**config.mk**
```make
export PLATFORM = sky130hd
export DESIGN_NAME = point_memory_bank
export DESIGN_NICKNAME = d
export VERILOG_FILES = /design/src/rtl/point_memory_bank.sv
export SDC_FILE = /design/constraint.sdc
export NUM_CORES = 1
export LEC_CHECK = 0
export CORE_MARGIN = 3
export CORE_UTILIZATION = 32
export DETAILED_ROUTE_END_ITERATION = 10
export GPL_ROUTABILITY_DRIVEN = 1
export SLEW_MARGIN = 20
export SYNTH_ARGS = -nofsm -noshare
export SYNTH_HDL_FRONTEND = slang
export SYNTH_SLANG_ARGS = --single-unit
```
**constraint.sdc**
```tcl
create_clock -name clk -period 4.4 [get_ports clk]
set_input_delay 0.88 -clock clk [delete_from_list [all_inputs] [get_ports clk]]
set_output_delay 0.88 -clock clk [all_outputs]
set_load 0.02 [all_outputs]
```
**src/rtl/point_memory_bank.sv**
```systemverilog
// Point store for the LiDAR clustering datapath: x/y/z coordinates plus a label per point,
// two registered read ports, and a sequential label-clear sweep.
module point_memory_bank #(
   parameter int N = 16,
   parameter int AW = 4,
   parameter int CW = 8,
   parameter int LW = 4,
   parameter logic [LW-1:0] LABEL_INIT = '0
) (
   input  logic          clk,
   input  logic          rst,
   input  logic          clr,
   output logic          busy,
   input  logic          pt_we,
   input  logic [AW-1:0] pt_waddr,
   input  logic [CW-1:0] pt_x,
   input  logic [CW-1:0] pt_y,
   input  logic [CW-1:0] pt_z,
   input  logic          lbl_we,
   input  logic [AW-1:0] lbl_waddr,
   input  logic [LW-1:0] lbl_wdata,
   input  logic          rd_en,
   input  logic [AW-1:0] raddr_i,
   input  logic [AW-1:0] raddr_j,
   output logic          rd_valid,
   output logic [CW-1:0] xi,
   output logic [CW-1:0] yi,
   output logic [CW-1:0] zi,
   output logic [CW-1:0] xj,
   output logic [CW-1:0] yj,
   output logic [CW-1:0] zj,
   output logic [LW-1:0] li,
   output logic [LW-1:0] lj
);

   // One extra bit so N == 2**AW is representable.
   localparam logic [AW:0] NUM  = (AW+1)'(N);
   localparam logic [AW:0] LAST = (AW+1)'(N - 1);

   typedef enum logic {
      ST_CLEAR,
      ST_IDLE
   } state_t;

   typedef struct packed {
      logic [CW-1:0] x;
      logic [CW-1:0] y;
      logic [CW-1:0] z;
      logic [LW-1:0] l;
   } rec_t;

   state_t        state;
   state_t        state_nxt;
   logic [AW-1:0] cnt;
   logic [AW-1:0] cnt_nxt;

   logic [CW-1:0] mem_x [N];
   logic [CW-1:0] mem_y [N];
   logic [CW-1:0] mem_z [N];
   logic [LW-1:0] mem_l [N];

   logic pt_ok;
   logic lbl_ok;
   logic rd_ok;
   rec_t rec_i;
   rec_t rec_j;

   function automatic logic in_range(input logic [AW-1:0] a);
      return {1'b0, a} < NUM;
   endfunction

   always_ff @(posedge clk or posedge rst) begin
      if (rst) begin
         state <= ST_CLEAR;
         cnt   <= '0;
      end else begin
         state <= state_nxt;
         cnt   <= cnt_nxt;
      end
   end

   always_comb begin
      state_nxt = state;
      cnt_nxt   = cnt;
      busy      = 1'b0;
      unique case (state)
         ST_CLEAR: begin
            busy    = 1'b1;
            cnt_nxt = cnt + AW'(1);
            if ({1'b0, cnt} == LAST) begin
               state_nxt = ST_IDLE;
               cnt_nxt   = '0;
            end
         end
         ST_IDLE: begin
            if (clr) begin
               state_nxt = ST_CLEAR;
               cnt_nxt   = '0;
            end
         end
         default: begin
            state_nxt = ST_CLEAR;
            cnt_nxt   = '0;
         end
      endcase
   end

   assign pt_ok  = pt_we & in_range(pt_waddr);
   assign lbl_ok = lbl_we & in_range(lbl_waddr) & ~busy;
   assign rd_ok  = rd_en & ~busy;

   always_ff @(posedge clk) begin
      if (pt_ok) begin
         mem_x[pt_waddr] <= pt_x;
         mem_y[pt_waddr] <= pt_y;
         mem_z[pt_waddr] <= pt_z;
      end
   end

   always_ff @(posedge clk) begin
      if (busy) begin
         mem_l[cnt] <= LABEL_INIT;
      end else if (lbl_ok) begin
         mem_l[lbl_waddr] <= lbl_wdata;
      end
   end

   // Write-first: a same-cycle write to the read address wins over the array.
   always_comb begin
      rec_i = '0;
      if (in_range(raddr_i)) begin
         rec_i.x = mem_x[raddr_i];
         rec_i.y = mem_y[raddr_i];
         rec_i.z = mem_z[raddr_i];
         rec_i.l = mem_l[raddr_i];
         if (pt_ok && pt_waddr == raddr_i) begin
            rec_i.x = pt_x;
            rec_i.y = pt_y;
            rec_i.z = pt_z;
         end
         if (lbl_ok && lbl_waddr == raddr_i) begin
            rec_i.l = lbl_wdata;
         end
      end
   end

   always_comb begin
      rec_j = '0;
      if (in_range(raddr_j)) begin
         rec_j.x = mem_x[raddr_j];
         rec_j.y = mem_y[raddr_j];
         rec_j.z = mem_z[raddr_j];
         rec_j.l = mem_l[raddr_j];
         if (pt_ok && pt_waddr == raddr_j) begin
            rec_j.x = pt_x;
            rec_j.y = pt_y;
            rec_j.z = pt_z;
         end
         if (lbl_ok && lbl_waddr == raddr_j) begin
            rec_j.l = lbl_wdata;
         end
      end
   end

   always_ff @(posedge clk or posedge rst) begin
      if (rst) begin
         rd_valid <= 1'b0;
         xi       <= '0;
         yi       <= '0;
         zi       <= '0;
         li       <= '0;
         xj       <= '0;
         yj       <= '0;
         zj       <= '0;
         lj       <= '0;
      end else begin
         rd_valid <= rd_ok;
         if (rd_ok) begin
            xi <= rec_i.x;
            yi <= rec_i.y;
            zi <= rec_i.z;
            li <= rec_i.l;
            xj <= rec_j.x;
            yj <= rec_j.y;
            zj <= rec_j.z;
            lj <= rec_j.l;
         end
      end
   end

endmodule

```
* After elaboration in Yosys (flattened, before gate mapping)
Memories as Yosys holds them, arrays and structs flattened. A register that Yosys moved wholly into a read port is not among the register bits.
Index checks and enable logic that the tools add are counted.
** Cells by class
- Reduce and logical (&&, ||, !) cells :: 1
- $add $sub $neg :: 1
- Equal/unequal tests :: 2
- Bitwise logic cells :: 3
- Muxes and demuxes :: 15
** Operators with widths (number)
- $mux 4 :: 4
- $mux 1 :: 9
- $pmux 4 s2 :: 1
- $add 4x1->4 const B :: 1
- $eq 4x4->1 const B :: 1
- $reduce_or 4->1 :: 1
- $and 1x1->1 :: 2
- $ne 2x2->1 const B :: 1
- $pmux 1 s2 :: 1
- $not 1->1 :: 1
** Word-level totals
- Memory bits (writable) :: 448
- Memories kept :: 4
- Bits of input ports :: 50
- Flip-flop bits (word level) :: 6
- Logic and storage cells :: 29
** Memories
- mem_x :: words 16, width 8, rd ports 2, clocked after Yosys merged registers in 2, write ports 1, RTL line 57 : logic [CW-1:0] mem_x [N];
- mem_y :: words 16, width 8, rd ports 2, clocked after Yosys merged registers in 2, write ports 1, RTL line 58 : logic [CW-1:0] mem_y [N];
- mem_z :: words 16, width 8, rd ports 2, clocked after Yosys merged registers in 2, write ports 1, RTL line 59 : logic [CW-1:0] mem_z [N];
- mem_l :: words 16, width 4, rd ports 2, clocked after Yosys merged registers in 2, write ports 1, RTL line 60 : logic [LW-1:0] mem_l [N];

* Logic depth before layout (Yosys ltp)
- Depth in word-level cells :: 6
- Gate-level depth with buffers :: 9
- Depth with buffers taken out :: 5

* Least setup slack after synthesis
OpenSTA, ideal clock, no wires.
- Path kind :: input -> register
- Start point :: input port pt_waddr[2]
- End point :: memory mem_x[0][0], enable pin
- Stages :: 2
- Arrival :: 3.062 ns
- Setup slack :: 0.903 ns
- Cell sequence :: or3b_2 > nor3_1
** RTL lines
- start, declared :: RTL line 15 : input logic [AW-1:0] pt_waddr,
- end, declared :: RTL line 57
Straight into the memory's write port.

* Final worst setup path
- Start point :: register state
- End point :: output port busy
** Between the ends
- Longest elaborated chain between the ends :: 1
** RTL lines
- start, declared :: RTL line 52 : state_t state;
- start signal, assigned :: RTL line 77 : state <= state_nxt;
- $mux 1 :: RTL line 86 : unique case (state)
- end, declared :: RTL line 13 : output logic busy,
Every way passes these cells.

==> out/qor.csv <==
stage,metric,value,unit
clocking,ctsResizeCount,0,
placement,numPlacedInstances,2388,
power,switchingPower,3750,uW
timing,finalCritPeriodShare,72.0,%
timing,hold_viol,0,
timing,clock_skew,0.0152,ns
critical_path,cp_max_fo,24,
critical_path,cp.required,3.52,ns
layout,final_nets,1545,
global_route,grt_pass1_vias,14800,
layout,drive_gt1_share,26.1,%
timing,fin_setup_tns,0,ns
timing,max_freq,316,MHz
logic_synthesis,yosys.area.top_type,edfxtp_1,
layout,n_antenna_cell,0,
critical_path,r2r-end,li[1]$_DFFE_PP0P_,
layout,fin_area,27700,um2
routing,wl_met2,32.4,mm
routing,first_pass_iters,5,
logic_synthesis,netlist_area,23500,um2
timing,rsz0062_at_grt,no,
power,ir_drop,0.000374,V
clocking,clkTransAtPathRegs,0.06,ns
placement,place_congestion,0.809,
timing,setup_violations,0,
power,leakage,0.00916,uW
timing,tightestPinTransition,0.867,ns
power,p_per_area,481,nW/um2
timing,finalHoldWorstSlack,0.501,ns
logic_synthesis,async_flop_share,12.2,%
clocking,clk_path_buf_depth,3,
logic_synthesis,synth-edff-count,448,
routing,via_per_inst,5.75,
logic_synthesis,ys_ff_latch,510,
floorplan,dieArea,76900,um2
min_path,hold_path_class,reg -> reg,
clocking,postCtsSetupRepairBufs,0,
critical_path,ff2ff_setup_slack,1.96,ns
floorplan,die_x,277,um
power,pwr-share-seq,45.8,%
min_path,min_path_cells,2,
power,p_int,9590,uW
clocking,cts_hold_buf,0,
clocking,numCtsBuffers,54,
global_route,antenna_found_initial,1,
clocking,cts_tree,done,
layout,final_cells,2489,
logic_synthesis,synth_ff_type,edfxtp_1,
layout,fill_cells,6516,
routing,via_count,14300,
min_path,min_to,lj[1]$_DFFE_PP0P_,
floorplan,initial_core_util,32.6,%
floorplan,pin_count,108,
global_route,groute.usage.overall,17.4,%
critical_path,rr_worst_depth,5,
job,maxCapViolations,0,
power,clockPowerShare,34.7,%
logic_synthesis,ys_warn_count,0,
logic_synthesis,netlist_instances,1385,
logic_synthesis,synth_top_area_share,57.1,%
clocking,clock_sinks,510,
critical_path,crit_type,reg -> out,
routing,wl_met1,26.9,mm
routing,drt_wl_total,67.8,mm
routing,remaining_drc_errors,0,
routing,ant_nets,0,
global_route,grt_max_degree,77,
clocking,htreeDepth,2,
routing,post_drt_wl_per_cell,27.2,um
floorplan,die_h,277,um
placement,portBuffers,107,
critical_path,crit-reg2reg-launch,state$_DFF_PP0_,
global_route,grt_first_pass_wirelength,101,mm
placement,dp_hpwl,40.8,mm
routing,top_layer,met4,
layout,synthToLayoutAreaGrowth,17.7,%
timing,maxSlewHeadroom,42.2,%
critical_path,start_kind,register,
routing,initialDrtViolationCount,1689,
logic_synthesis,yosysSeqAreaShare,63.7,%
layout,multi_input_area,8090,um2
layout,seqCellArea,15000,um2
critical_path,crit_arrival,2.29,ns
global_route,grt_overflow,0,
logic_synthesis,syn_nets,1436,
min_path,worstHoldStart,lj[1]$_DFFE_PP0P_,
logic_synthesis,synth_cell_type_count,44,
power,combPwrFrac,19.6,%
clocking,clk_latency,0.61,ns
placement,place_area,25900,um2
floorplan,rows,98,
clocking,cts_root_buf,clkbuf_16,
critical_path,worstSetupEndpointType,output pin,
logic_synthesis,syn_avg_cell_area,17.0,um2
routing,wl_met3,6.64,mm
timing,finalCriticalPeriod,3.17,ns
power,swShare,28.1,%
logic_synthesis,synthTopCellsByArea,"edfxtp_1 (57%), mux4_2 (21%), dfrtp_1 (6.6%), a22oi_1 (3.4%), a21oi_1 (2.2%)",
outcome,status,completed,
timing,drv_slew,0,
floorplan,core_area,72200,um2
## cell families after synthesis
group,synth area share [%]
compound gates,6.98
xor+xnor,0.484
fa+ha+maj,0.0531
buf+inv,2.49
flops,63.7
mux,21.4
simple gates,4.83
## metal layers
layer | GRT usage [%] | up-vias
met2 | 27.9 | 768
met3 | 4.03 | 124
met1 | 23.6 | 7498
met4 | 5.50 | 0
li1 | - | 5916
met5 | 0 | -
## worst max-delay path: stages, from the launching register on
cell             delay (ns)
dfrtp_1                0.80
inv_1                  0.27
clkdlybuf4s50_1        0.62
## synth_stat cells, types with 4 or more instances
library cell / n
buf_4: 12
o22ai_1: 4
mux4_2: 224
nand3b_1: 4
and3_1: 7
clkbuf_1: 45
edfxtp_1: 448
dfrtp_1: 62
nor2b_1: 6
o211ai_1: 11
xnor2_1: 5
nor2_1: 77
a21oi_1: 102
a22oi_1: 108
buf_6: 5
nor3_1: 10
or3_1: 4
nand3_1: 23
buf_2: 46
nand2_1: 128
inv_1: 9
xor2_1: 8
## stage by stage
step | util, % | power, uW | setup WS, ns
finish | 38.4 | 13300 | 1.23
global route | 38.4 | 13900 | 1.06
CTS | 38.4 | 13500 | 1.21
detailed placement | 35.9 | 8820 | 1.04
global placement | 35.9 | 8770 | 1.11
floorplan | - | 7600 | 0.903
## power groups by stage
stage	clock network [uW]	registers [uW]	logic, uW
6_report	4630	6110	2610
5_1_grt	4910	6160	2810
4_1_cts	4720	6110	2630
3_5_place_dp	0	6200	2620
3_3_place_gp	0	6180	2590
2_1_floorplan	0	6370	1230
## final cells by class
class,instances,share of cell area [%]
Clock buffer,65,5.21
Sequential cell,510,54.1
Tap cell,950,4.29
Timing Repair Buffer,163,5.73
Clock inverter,36,1.30
Multi-Input combinational cell,756,29.2
Inverter,9,0.126
## flip-flops by register name, summed over array words and instances, names as in the netlist
name,count
yi,8
zi,8
mem_l,64
mem_x,128
zj,8
xj,8
li,4
state,1
yj,8
mem_z,128
cnt,4
lj,4
rd_valid,1
mem_y,128
xi,8
## how the worst max path moves through the flow
stage / slack [ns] / end / cells after the start / startpoint
after floorplan: 0.90 / mem_x[0][0]$_DFFE_PP_ / 2 / pt_waddr[2]
after CTS: 1.21 / busy / 2 / state$_DFF_PP0_
final: 1.23 / busy / 2 / state$_DFF_PP0_
after detailed placement: 1.04 / zi[1]$_DFFE_PP0P_ / 7 / raddr_i[2]
after global placement: 1.11 / yi[7]$_DFFE_PP0P_ / 7 / raddr_i[2]
after global routing: 1.06 / busy / 2 / state$_DFF_PP0_
## layout by cell type, fill, tap and decap left out, types with 23 or more instances in the layout
cell type	n
edfxtp_1	448
mux4_2	224
nand2_1	127
a22oi_1	108
clkdlybuf4s50_1	103
a21oi_1	102
nor2_1	63
dfrtp_1	62
clkbuf_16	55
buf_4	50
nand3_1	23
Power figures use the tool's default switching activity.
